<file path="config.mk">
export PLATFORM = sky130hd
export DESIGN_NAME = s9234_test_2_flat
export DESIGN_NICKNAME = d
export VERILOG_FILES = /design/src/rtl/s9234_test_2_if.sv /design/src/rtl/s9234_test_2.sv /design/src/flat_wrapper.sv
export SDC_FILE = /design/constraint.sdc
export NUM_CORES = 1
export LEC_CHECK = 0
export ABC_CLOCK_PERIOD_IN_PS = 1170
export BUFFER_PORTS_ARGS = -buffer_cell sky130_fd_sc_hd__buf_2
export CORE_ASPECT_RATIO = 0.5
export CORE_MARGIN = 5
export CORE_UTILIZATION = 44
export CTS_BUF_LIST = sky130_fd_sc_hd__clkbuf_8
export CTS_CLUSTER_DIAMETER = 150
export DETAILED_ROUTE_END_ITERATION = 7
export GPL_TIMING_DRIVEN = 0
export MAX_ROUTING_LAYER = met4
export PLACE_DENSITY = 0.78
export REMOVE_ABC_BUFFERS = 1
export SLEW_MARGIN = 15
export SYNTH_ARGS = -nofsm -noshare
export SYNTH_HDL_FRONTEND = slang
export SYNTH_SLANG_ARGS = --single-unit
</file>
<file path="constraint.sdc">
create_clock -name CK -period 1.17 [get_ports CK]
set_input_delay 0.234 -clock CK [delete_from_list [all_inputs] [get_ports CK]]
set_output_delay 0.234 -clock CK [all_outputs]
set_load 0.01 [all_outputs]
</file>
<file path="src/rtl/s9234_test_2_if.sv">
// Pin bundle for s9234_test_2: 36 stimulus pins and 39 observation pins.
// The slave modport is the DUT's view; the master modport is the driver's view.
interface s9234_test_2_if;
    // operands A and B, data byte D
    logic g89, g94, g98, g102, g107;
    logic g301, g306, g310, g314, g319;
    logic g557, g558, g559, g560, g561, g562, g563, g564;
    // register enables
    logic g705, g639, g567, g45, g42, g39, g702;
    // control flags CTL[10:0]
    logic g32, g38, g46, g36, g47, g40, g37, g41, g22, g44, g23;
    // MISR[15:0]
    logic g2584, g3222, g3600, g4307, g4321, g4422, g4809, g5137;
    logic g5468, g5469, g5692, g6282, g6284, g6360, g6362, g6364;
    // ACC[4:0], parity, DREG[7:0], CNT[3:0], folded CTL[4:0]
    logic g6366, g6368, g6370, g6372, g6374;
    logic g6728;
    logic g1290, g4121, g4108, g4106, g4103, g1293, g4099, g4102;
    logic g4109, g4100, g4112, g4105;
    logic g4101, g4110, g4104, g4107, g4098;

    modport slave (
        input  g89, g94, g98, g102, g107,
        input  g301, g306, g310, g314, g319,
        input  g557, g558, g559, g560, g561, g562, g563, g564,
        input  g705, g639, g567, g45, g42, g39, g702,
        input  g32, g38, g46, g36, g47, g40, g37, g41, g22, g44, g23,
        output g2584, g3222, g3600, g4307, g4321, g4422, g4809, g5137,
        output g5468, g5469, g5692, g6282, g6284, g6360, g6362, g6364,
        output g6366, g6368, g6370, g6372, g6374,
        output g6728,
        output g1290, g4121, g4108, g4106, g4103, g1293, g4099, g4102,
        output g4109, g4100, g4112, g4105,
        output g4101, g4110, g4104, g4107, g4098
    );

    modport master (
        output g89, g94, g98, g102, g107,
        output g301, g306, g310, g314, g319,
        output g557, g558, g559, g560, g561, g562, g563, g564,
        output g705, g639, g567, g45, g42, g39, g702,
        output g32, g38, g46, g36, g47, g40, g37, g41, g22, g44, g23,
        input  g2584, g3222, g3600, g4307, g4321, g4422, g4809, g5137,
        input  g5468, g5469, g5692, g6282, g6284, g6360, g6362, g6364,
        input  g6366, g6368, g6370, g6372, g6374,
        input  g6728,
        input  g1290, g4121, g4108, g4106, g4103, g1293, g4099, g4102,
        input  g4109, g4100, g4112, g4105,
        input  g4101, g4110, g4104, g4107, g4098
    );
endinterface

</file>
<file path="src/rtl/s9234_test_2.sv">
// s9234_test_2: synthetic sequential test block holding a 5-bit accumulator,
// 8-bit data register with rotate, 4-bit event counter, 11-bit control
// capture and a 16-bit signature register. Outputs decode registered state only.
// Macro S9234_MISR_EN: when defined the signature register is a CRC-style MISR
// (poly 0x1021); when undefined it is a plain capture of {DREG,3'b000,ACC}.
module s9234_test_2 (
    input  logic           CK,
    input  logic           RSTN,
    s9234_test_2_if.slave  bus
);
    logic [4:0]  a_in, b_in;
    logic [7:0]  d_in;
    logic [10:0] ctl_in;

    logic [4:0]  acc_q,  acc_d;
    logic [7:0]  dreg_q, dreg_d;
    logic [3:0]  cnt_q,  cnt_d;
    logic [10:0] ctl_q,  ctl_d;
    logic [15:0] misr_q, misr_d;
    logic [15:0] misr_in;

    assign a_in   = {bus.g89, bus.g94, bus.g98, bus.g102, bus.g107};
    assign b_in   = {bus.g301, bus.g306, bus.g310, bus.g314, bus.g319};
    assign d_in   = {bus.g557, bus.g558, bus.g559, bus.g560,
                     bus.g561, bus.g562, bus.g563, bus.g564};
    assign ctl_in = {bus.g32, bus.g38, bus.g46, bus.g36, bus.g47, bus.g40,
                     bus.g37, bus.g41, bus.g22, bus.g44, bus.g23};

    // Word folded into the signature: current DREG and ACC, padded to 16 bits.
    assign misr_in = {dreg_q, 3'b000, acc_q};

    // Next-state logic for every register; holds are the default.
    always_comb begin
        acc_d  = acc_q;
        dreg_d = dreg_q;
        cnt_d  = cnt_q;
        ctl_d  = ctl_in;
        misr_d = misr_q;

        if (bus.g705)
            acc_d = bus.g639 ? (a_in ^ b_in) : (a_in + b_in);

        if (bus.g567)
            dreg_d = d_in;
        else if (bus.g45)
            dreg_d = {dreg_q[6:0], dreg_q[7]};

        if (bus.g39)
            cnt_d = 4'd0;
        else if (bus.g42)
            cnt_d = cnt_q + 4'd1;

        if (bus.g702) begin
`ifdef S9234_MISR_EN
            misr_d = {misr_q[14:0], 1'b0}
                   ^ (misr_q[15] ? 16'h1021 : 16'h0000)
                   ^ misr_in;
`else
            misr_d = misr_in;
`endif
        end
    end

    // State registers with asynchronous active-low clear.
    always_ff @(posedge CK or negedge RSTN) begin
        if (!RSTN) begin
            acc_q  <= '0;
            dreg_q <= '0;
            cnt_q  <= '0;
            ctl_q  <= '0;
            misr_q <= '0;
        end else begin
            acc_q  <= acc_d;
            dreg_q <= dreg_d;
            cnt_q  <= cnt_d;
            ctl_q  <= ctl_d;
            misr_q <= misr_d;
        end
    end

    // Output decode, purely from registered state.
    assign {bus.g2584, bus.g3222, bus.g3600, bus.g4307,
            bus.g4321, bus.g4422, bus.g4809, bus.g5137,
            bus.g5468, bus.g5469, bus.g5692, bus.g6282,
            bus.g6284, bus.g6360, bus.g6362, bus.g6364} = misr_q;
    assign {bus.g6366, bus.g6368, bus.g6370, bus.g6372, bus.g6374} = acc_q;
    assign bus.g6728 = (^dreg_q) ^ ctl_q[10];
    assign {bus.g1290, bus.g4121, bus.g4108, bus.g4106,
            bus.g4103, bus.g1293, bus.g4099, bus.g4102} = dreg_q;
    assign {bus.g4109, bus.g4100, bus.g4112, bus.g4105} = cnt_q;
    assign {bus.g4101, bus.g4110, bus.g4104, bus.g4107, bus.g4098} =
           ctl_q[4:0] ^ ctl_q[9:5];
endmodule

</file>
<file path="src/flat_wrapper.sv">
// flat-port wrapper written by rule: the top's interface ports become plain ports
module s9234_test_2_flat 
  (CK, RSTN, bus_g89, bus_g94, bus_g98, bus_g102, bus_g107, bus_g301, bus_g306, bus_g310, bus_g314, bus_g319, bus_g557, bus_g558, bus_g559, bus_g560, bus_g561, bus_g562, bus_g563, bus_g564, bus_g705, bus_g639, bus_g567, bus_g45, bus_g42, bus_g39, bus_g702, bus_g32, bus_g38, bus_g46, bus_g36, bus_g47, bus_g40, bus_g37, bus_g41, bus_g22, bus_g44, bus_g23, bus_g2584, bus_g3222, bus_g3600, bus_g4307, bus_g4321, bus_g4422, bus_g4809, bus_g5137, bus_g5468, bus_g5469, bus_g5692, bus_g6282, bus_g6284, bus_g6360, bus_g6362, bus_g6364, bus_g6366, bus_g6368, bus_g6370, bus_g6372, bus_g6374, bus_g6728, bus_g1290, bus_g4121, bus_g4108, bus_g4106, bus_g4103, bus_g1293, bus_g4099, bus_g4102, bus_g4109, bus_g4100, bus_g4112, bus_g4105, bus_g4101, bus_g4110, bus_g4104, bus_g4107, bus_g4098);
  s9234_test_2_if bus_i ();
  input  logic CK;
  input  logic RSTN;
  input wire logic [$bits(bus_i.g89)-1:0] bus_g89;
  input wire logic [$bits(bus_i.g94)-1:0] bus_g94;
  input wire logic [$bits(bus_i.g98)-1:0] bus_g98;
  input wire logic [$bits(bus_i.g102)-1:0] bus_g102;
  input wire logic [$bits(bus_i.g107)-1:0] bus_g107;
  input wire logic [$bits(bus_i.g301)-1:0] bus_g301;
  input wire logic [$bits(bus_i.g306)-1:0] bus_g306;
  input wire logic [$bits(bus_i.g310)-1:0] bus_g310;
  input wire logic [$bits(bus_i.g314)-1:0] bus_g314;
  input wire logic [$bits(bus_i.g319)-1:0] bus_g319;
  input wire logic [$bits(bus_i.g557)-1:0] bus_g557;
  input wire logic [$bits(bus_i.g558)-1:0] bus_g558;
  input wire logic [$bits(bus_i.g559)-1:0] bus_g559;
  input wire logic [$bits(bus_i.g560)-1:0] bus_g560;
  input wire logic [$bits(bus_i.g561)-1:0] bus_g561;
  input wire logic [$bits(bus_i.g562)-1:0] bus_g562;
  input wire logic [$bits(bus_i.g563)-1:0] bus_g563;
  input wire logic [$bits(bus_i.g564)-1:0] bus_g564;
  input wire logic [$bits(bus_i.g705)-1:0] bus_g705;
  input wire logic [$bits(bus_i.g639)-1:0] bus_g639;
  input wire logic [$bits(bus_i.g567)-1:0] bus_g567;
  input wire logic [$bits(bus_i.g45)-1:0] bus_g45;
  input wire logic [$bits(bus_i.g42)-1:0] bus_g42;
  input wire logic [$bits(bus_i.g39)-1:0] bus_g39;
  input wire logic [$bits(bus_i.g702)-1:0] bus_g702;
  input wire logic [$bits(bus_i.g32)-1:0] bus_g32;
  input wire logic [$bits(bus_i.g38)-1:0] bus_g38;
  input wire logic [$bits(bus_i.g46)-1:0] bus_g46;
  input wire logic [$bits(bus_i.g36)-1:0] bus_g36;
  input wire logic [$bits(bus_i.g47)-1:0] bus_g47;
  input wire logic [$bits(bus_i.g40)-1:0] bus_g40;
  input wire logic [$bits(bus_i.g37)-1:0] bus_g37;
  input wire logic [$bits(bus_i.g41)-1:0] bus_g41;
  input wire logic [$bits(bus_i.g22)-1:0] bus_g22;
  input wire logic [$bits(bus_i.g44)-1:0] bus_g44;
  input wire logic [$bits(bus_i.g23)-1:0] bus_g23;
  output wire logic [$bits(bus_i.g2584)-1:0] bus_g2584;
  output wire logic [$bits(bus_i.g3222)-1:0] bus_g3222;
  output wire logic [$bits(bus_i.g3600)-1:0] bus_g3600;
  output wire logic [$bits(bus_i.g4307)-1:0] bus_g4307;
  output wire logic [$bits(bus_i.g4321)-1:0] bus_g4321;
  output wire logic [$bits(bus_i.g4422)-1:0] bus_g4422;
  output wire logic [$bits(bus_i.g4809)-1:0] bus_g4809;
  output wire logic [$bits(bus_i.g5137)-1:0] bus_g5137;
  output wire logic [$bits(bus_i.g5468)-1:0] bus_g5468;
  output wire logic [$bits(bus_i.g5469)-1:0] bus_g5469;
  output wire logic [$bits(bus_i.g5692)-1:0] bus_g5692;
  output wire logic [$bits(bus_i.g6282)-1:0] bus_g6282;
  output wire logic [$bits(bus_i.g6284)-1:0] bus_g6284;
  output wire logic [$bits(bus_i.g6360)-1:0] bus_g6360;
  output wire logic [$bits(bus_i.g6362)-1:0] bus_g6362;
  output wire logic [$bits(bus_i.g6364)-1:0] bus_g6364;
  output wire logic [$bits(bus_i.g6366)-1:0] bus_g6366;
  output wire logic [$bits(bus_i.g6368)-1:0] bus_g6368;
  output wire logic [$bits(bus_i.g6370)-1:0] bus_g6370;
  output wire logic [$bits(bus_i.g6372)-1:0] bus_g6372;
  output wire logic [$bits(bus_i.g6374)-1:0] bus_g6374;
  output wire logic [$bits(bus_i.g6728)-1:0] bus_g6728;
  output wire logic [$bits(bus_i.g1290)-1:0] bus_g1290;
  output wire logic [$bits(bus_i.g4121)-1:0] bus_g4121;
  output wire logic [$bits(bus_i.g4108)-1:0] bus_g4108;
  output wire logic [$bits(bus_i.g4106)-1:0] bus_g4106;
  output wire logic [$bits(bus_i.g4103)-1:0] bus_g4103;
  output wire logic [$bits(bus_i.g1293)-1:0] bus_g1293;
  output wire logic [$bits(bus_i.g4099)-1:0] bus_g4099;
  output wire logic [$bits(bus_i.g4102)-1:0] bus_g4102;
  output wire logic [$bits(bus_i.g4109)-1:0] bus_g4109;
  output wire logic [$bits(bus_i.g4100)-1:0] bus_g4100;
  output wire logic [$bits(bus_i.g4112)-1:0] bus_g4112;
  output wire logic [$bits(bus_i.g4105)-1:0] bus_g4105;
  output wire logic [$bits(bus_i.g4101)-1:0] bus_g4101;
  output wire logic [$bits(bus_i.g4110)-1:0] bus_g4110;
  output wire logic [$bits(bus_i.g4104)-1:0] bus_g4104;
  output wire logic [$bits(bus_i.g4107)-1:0] bus_g4107;
  output wire logic [$bits(bus_i.g4098)-1:0] bus_g4098;
  assign bus_i.g89 = bus_g89;
  assign bus_i.g94 = bus_g94;
  assign bus_i.g98 = bus_g98;
  assign bus_i.g102 = bus_g102;
  assign bus_i.g107 = bus_g107;
  assign bus_i.g301 = bus_g301;
  assign bus_i.g306 = bus_g306;
  assign bus_i.g310 = bus_g310;
  assign bus_i.g314 = bus_g314;
  assign bus_i.g319 = bus_g319;
  assign bus_i.g557 = bus_g557;
  assign bus_i.g558 = bus_g558;
  assign bus_i.g559 = bus_g559;
  assign bus_i.g560 = bus_g560;
  assign bus_i.g561 = bus_g561;
  assign bus_i.g562 = bus_g562;
  assign bus_i.g563 = bus_g563;
  assign bus_i.g564 = bus_g564;
  assign bus_i.g705 = bus_g705;
  assign bus_i.g639 = bus_g639;
  assign bus_i.g567 = bus_g567;
  assign bus_i.g45 = bus_g45;
  assign bus_i.g42 = bus_g42;
  assign bus_i.g39 = bus_g39;
  assign bus_i.g702 = bus_g702;
  assign bus_i.g32 = bus_g32;
  assign bus_i.g38 = bus_g38;
  assign bus_i.g46 = bus_g46;
  assign bus_i.g36 = bus_g36;
  assign bus_i.g47 = bus_g47;
  assign bus_i.g40 = bus_g40;
  assign bus_i.g37 = bus_g37;
  assign bus_i.g41 = bus_g41;
  assign bus_i.g22 = bus_g22;
  assign bus_i.g44 = bus_g44;
  assign bus_i.g23 = bus_g23;
  assign bus_g2584 = bus_i.g2584;
  assign bus_g3222 = bus_i.g3222;
  assign bus_g3600 = bus_i.g3600;
  assign bus_g4307 = bus_i.g4307;
  assign bus_g4321 = bus_i.g4321;
  assign bus_g4422 = bus_i.g4422;
  assign bus_g4809 = bus_i.g4809;
  assign bus_g5137 = bus_i.g5137;
  assign bus_g5468 = bus_i.g5468;
  assign bus_g5469 = bus_i.g5469;
  assign bus_g5692 = bus_i.g5692;
  assign bus_g6282 = bus_i.g6282;
  assign bus_g6284 = bus_i.g6284;
  assign bus_g6360 = bus_i.g6360;
  assign bus_g6362 = bus_i.g6362;
  assign bus_g6364 = bus_i.g6364;
  assign bus_g6366 = bus_i.g6366;
  assign bus_g6368 = bus_i.g6368;
  assign bus_g6370 = bus_i.g6370;
  assign bus_g6372 = bus_i.g6372;
  assign bus_g6374 = bus_i.g6374;
  assign bus_g6728 = bus_i.g6728;
  assign bus_g1290 = bus_i.g1290;
  assign bus_g4121 = bus_i.g4121;
  assign bus_g4108 = bus_i.g4108;
  assign bus_g4106 = bus_i.g4106;
  assign bus_g4103 = bus_i.g4103;
  assign bus_g1293 = bus_i.g1293;
  assign bus_g4099 = bus_i.g4099;
  assign bus_g4102 = bus_i.g4102;
  assign bus_g4109 = bus_i.g4109;
  assign bus_g4100 = bus_i.g4100;
  assign bus_g4112 = bus_i.g4112;
  assign bus_g4105 = bus_i.g4105;
  assign bus_g4101 = bus_i.g4101;
  assign bus_g4110 = bus_i.g4110;
  assign bus_g4104 = bus_i.g4104;
  assign bus_g4107 = bus_i.g4107;
  assign bus_g4098 = bus_i.g4098;
  s9234_test_2 u_core (.CK(CK), .RSTN(RSTN), .bus(bus_i));
endmodule
</file>
---- After elaboration in Yosys (flattened, before gate mapping) ----
Index checks and enable logic that the tools add are counted.
word-level totals
  register bits ........................... 41
  bits in latches ......................... 0
  bits in writable memories ............... 0
  ROM bits ................................ 0
  input bits .............................. 38
  output and inout port bits .............. 39
  memories kept ........................... 0
cells by class
  add/sub/neg operators ................... 2
  multipliers ............................. 0
  div/mod/pow operators ................... 0
  magnitude comparators ................... 0
  equal/unequal tests ..................... 0
  shift-type cells ........................ 0
  multiplexer cells ....................... 5
  bitwise logic cells ..................... 3
  reduce and logical (&&, ||, !) cells .... 3
operator list
  kind                 number
  $mux 8               2
  $xor 5x5->5          2
  $mux 4               2
  $reduce_xor 8->1     1
  $add 5x5->5          1
  $mux 5               1
  $add 4x1->4 const B  1
  $reduce_bool 2->1    2
  $xor 1x1->1          1

---- Logic depth before layout (Yosys ltp) ----
  depth in word-level cells ............... 3
  mapped depth ............................ 7

---- Worst setup path after synthesis ----
No wires, ideal clock.
  kind .................................... input to register
  start point ............................. input port bus_g319
  end point ............................... register u_core.acc_q[4]
  data arrival time ....................... 1,359 ps
  path slack .............................. -315 ps
  stages .................................. 7
  path buffers ............................ 0
  cells stage by stage .................... ha_1 -> inv_1 -> fa_1 -> nor2b_1 -> o21a_1 -> o21ai_0 -> a221o_1
on the way
  word-level cells in the longest chain between the ends .. 2
RTL lines
  element               line                source
  start, declared       flat_wrapper.sv:16  input wire logic [$bits(bus_i.g319)-1:0] bus_g319;
  $add 5x5->5           s9234_test_2.sv:41  acc_d = bus.g639 ? (a_in ^ b_in) : (a_in + b_in);
  $mux 5                s9234_test_2.sv:41
  end signal, assigned  s9234_test_2.sv:67  acc_q <= '0;
  end signal, assigned  s9234_test_2.sv:73  acc_q <= acc_d;
  end, declared         s9234_test_2.sv:15  logic [4:0] acc_q, acc_d;
Every way passes these cells.
A chain may end at the register's enable or synchronous reset.

---- Worst setup path in the final report ----
  start point ............................. register u_core.ctl_q[10]
  end point ............................... output port bus_g6728
on the way
  word-level cells in the longest chain between the ends .. 1
RTL lines
  element                 line                source
  start, declared         s9234_test_2.sv:18  logic [10:0] ctl_q, ctl_d;
  start signal, assigned  s9234_test_2.sv:76  ctl_q <= ctl_d;
  $xor 1x1->1             s9234_test_2.sv:87  assign bus.g6728 = (^dreg_q) ^ ctl_q[10];
  end, declared           flat_wrapper.sv:64  output wire logic [$bits(bus_i.g6728)-1:0] bus_g6728;
Every way passes these cells.

==> insert_results.sql <==
INSERT INTO impl_metrics (metric_group, metric, value, unit) VALUES
('placed_design', 'placed_cell_count', '263', ''),
('synthesis', 'combinational_family_with_the_most_area_after_synthesis', 'multiplexers', ''),
('synthesis', 'post_synth_xor_area_fraction', '8.85', '%'),
('final_layout', 'utilization_after_layout', '61.1', '%'),
('drt', 'detailroute.via_count', '1292', ''),
('synthesis', 'synth.cell_area', '1780', 'sq um'),
('synthesis', 'synthesis.area_per_instance', '12.6', 'sq um'),
('floorplanning', 'design.die.area', '5500', 'sq um'),
('final_layout', 'filler_cell_count', '342', ''),
('final_layout', 'post_route_cells_drive_above_1_share', '48.4', '%'),
('synthesis', 'share_of_the_synthesized_area_in_compound_gates_ao_oa_aoi_oai', '6.04', '%'),
('final_layout', 'final-instance-count-excl-fill', '275', ''),
('critical_path', 'worstSetupStartpoint', 'u_core.ctl_q[10]$_DFF_PN0_', ''),
('clock_tree', 'cts_inserted_buffers', '5', ''),
('clock_tree', 'clock_insertion_delay_worst_skew', '0.29', 'ns'),
('drt', 'drc', '0', ''),
('sta', 'final_critical_path_required_period', '1.71', 'ns'),
('synthesis', 'ys_seq_elements', '41', ''),
('run_status', 'status', 'finished, violations left', ''),
('min_path', 'holdCritPathClass', 'in -> reg', ''),
('placed_design', 'preCtsSetupSlack', '-0.526', 'ns'),
('critical_path', 'critical_path_required', '0.94', 'ns'),
('sta', 'finalClockSkew', '0.00695', 'ns'),
('sta', 'final_hold_viol_count', '0', ''),
('final_layout', 'syn_to_final_growth', '33.8', '%'),
('final_layout', 'antenna-diode-count', '0', ''),
('clock_tree', 'ctsLongestPathBuffers', '2', ''),
('global_routing', 'antenna_found_initial', '0', ''),
('floorplanning', 'fp-row-count', '16', ''),
('synthesis', 'post_synth_mux_area_share', '14.5', '%'),
('synthesis', 'seq_area_frac_synth', '57.6', '%'),
('critical_path', 'worst_r2r_startpoint', 'u_core.dreg_q[6]$_DFFE_PN0P_', ''),
('placed_design', 'dpl.hpwl', '2.83', 'mm'),
('synthesis', 'synth_top_cell_by_area', 'dfrtp_1', ''),
('final_layout', 'num-nets-final', '264', ''),
('global_routing', 'grt_max_degree', '42', ''),
('sta', 'final_setup_violation_count', '10', ''),
('drt', 'post_drt_wl_per_cell', '14.0', 'um'),
('drt', 'dr.pass1.iters', '2', ''),
('global_routing', 'leftover_overflow_at_the_end_of_global_routing', '0', ''),
('clock_tree', 'holdBufCountCts', '0', ''),
('pwr', 'static-leakage-power', '1.22', 'nW'),
('drt', 'vias_per_cell', '4.70', ''),
('sta', 'finalSetupTns', '-0.931', 'ns'),
('drt', 'drt_iter0_drc', '13', ''),
('pwr', 'power-per-cell-area', '1420', 'nW/um^2'),
('floorplanning', 'die_h', '55.0', 'um'),
('global_routing', 'globalRouteTotalUtil', '15.2', '%'),
('synthesis', 'yosys.area_share.adder', '4.63', '%'),
('placed_design', 'io_buffers', '73', ''),
('sta', 'f_max', '585', 'MHz'),
('drt', 'wirelength', '3.84', 'mm'),
('drt', 'postRouteAntennaNets', '0', ''),
('synthesis', 'synth_simple_gate_area_share', '4.85', '%'),
('critical_path', 'critical_path.endpoint_type', 'output pin', ''),
('min_path', 'startpoint_of_the_lowest_slack_hold_path', 'bus_g32', ''),
('synthesis', 'syn_inst_count', '141', ''),
('sta', 'final.setup.worst_slack', '-0.541', 'ns'),
('synthesis', 'yosys.area.top_type_share', '57.6', '%'),
('run_status', 'violations', 'setup timing', ''),
('pwr', 'max-vdd-ir-drop', '0.598', 'mV'),
('synthesis', 'synth_top_cells_by_area', 'dfrtp_1 (58%), mux2_2 (9.5%), mux2i_1 (5.1%)', ''),
('clock_tree', 'tritoncts_num_sinks', '41', ''),
('sta', 'post-route-period-util', '146', '%'),
('critical_path', 'worstSetupStartpointType', 'flip-flop', ''),
('pwr', 'total_power', '3.40', 'mW'),
('sta', 'tightestPinTransition', '0.893', 'ns'),
('clock_tree', 'ctsRootBufferMaster', 'clkbuf_8', ''),
('floorplanning', 'fp.coreArea', '3900', 'sq um'),
('job', 'drv.max_cap_violation_count', '0', ''),
('floorplanning', 'floorplan.initialDensity', '45.6', '%');
cells in the mapped netlist:
| library cell | count |
|---|---|
| buf_2 | 2 |
| nor2b_1 | 1 |
| o21a_1 | 1 |
| a21oi_1 | 2 |
| xor2_1 | 9 |
| mux2i_1 | 9 |
| ha_1 | 5 |
| inv_1 | 5 |
| a31oi_1 | 1 |
| fa_1 | 1 |
| clkbuf_1 | 2 |
| buf_4 | 3 |
| a21o_1 | 1 |
| nand4_1 | 1 |
| o21ai_0 | 11 |
| or3_1 | 1 |
| nor2_1 | 8 |
| a221o_1 | 1 |
| conb_1 | 1 |
| xnor2_1 | 9 |
| dfrtp_1 | 41 |
| o2111a_1 | 1 |
| nand2_1 | 10 |
| mux2_2 | 15 |
worst max-delay path, cell delays in order (launching register included):
cell and delay [ns]:
dfrtp_1 0.41, xnor2_2 0.15, xnor2_1 0.18, xnor2_1 0.16, xnor2_1 0.13, buf_2 0.15
layout by cell type, fill, tap and decap left out, types with 3 or more instances in the layout:
master     n
buf_2     68
buf_4      3
buf_6      5
clkbuf_8   5
conb_1     3
dfrtp_1   40
ha_1       3
inv_1      5
mux2_2    14
mux2i_1    9
nand2_1   10
nor2_1     8
o21ai_0    9
xnor2_1    7
xor2_1     9
layer usage:
metal  global-route usage (%)  vias to the layer above  wire length, um
met3                     4.01                        7              191
li1                         -                      625                -
met1                     16.3                      632             1440
met4                     8.28                        0               78
met5                        -                        -                0
met2                     26.8                       28             2130
flip-flops by register name (all words and copies together) (netlist names):
name / count
u_core.acc_q: 5
u_core.cnt_q: 4
u_core.ctl_q: 11
u_core.dreg_q: 8
u_core.misr_q: 13
power breakdown:
part	internal (mW)	switching, mW
combinational	0.436	0.401
sequential	1.58	0.112
clock	0.405	0.466
total	2.42	0.979
cell type report:
cell class / count / area [sq um] / share of cell area [%]
sequential: 41 / 1030 / 43.1
multi-input combinational: 90 / 754 / 31.6
timing repair buffer: 77 / 434 / 18.2
clock buffer: 5 / 68.8 / 2.89
tap: 54 / 67.6 / 2.83
inverter: 5 / 18.8 / 0.787
clock inverter: 3 / 13.8 / 0.577
stage by stage:
step	hold slack, ns	cell area (sq um)
floorplan	-0.0616	1750
global placement	0.342	2180
detailed placement	0.343	2180
CTS	0.0360	2340
global route	0.0215	2380
finish	0.0422	2380
path summary, 6_finish.rpt:
kind / end / slack, ns / depth (start not counted)
max: bus_g6728 / -0.54 / 5
min: u_core.ctl_q[10]$_DFF_PN0_ / 0.04 / 1
max reg2reg: u_core.misr_q[14]$_DFFE_PN0P_ / 0.12 / 3
min reg2reg: u_core.misr_q[11]$_DFFE_PN0P_ / 0.50 / 1
max in group asynchronous: u_core.dreg_q[3]$_DFFE_PN0P_ / 0.48 / 1
min in group asynchronous: u_core.misr_q[0]$_DFFE_PN0P_ / 0.06 / 1
kinds of logic (layout without fill, tap and decap cells):
family / count (synthesis) / in the layout
compound gates: 18 / 18
other cells: 1 / 3
buf+inv: 12 / 90
flops: 41 / 41
mux: 24 / 24
simple gates: 21 / 21
xor+xnor: 18 / 18
fa+ha+maj: 6 / 6
repair_timing:
item | 4_1_cts | 5_1_grt
gates resized for setup | 14 | 7
setup buffers | 3 | 1
setup endpoints to repair | 8 | 11
pin swaps | 9 | 12
Note: power is estimated with default switching activity, not from simulation.
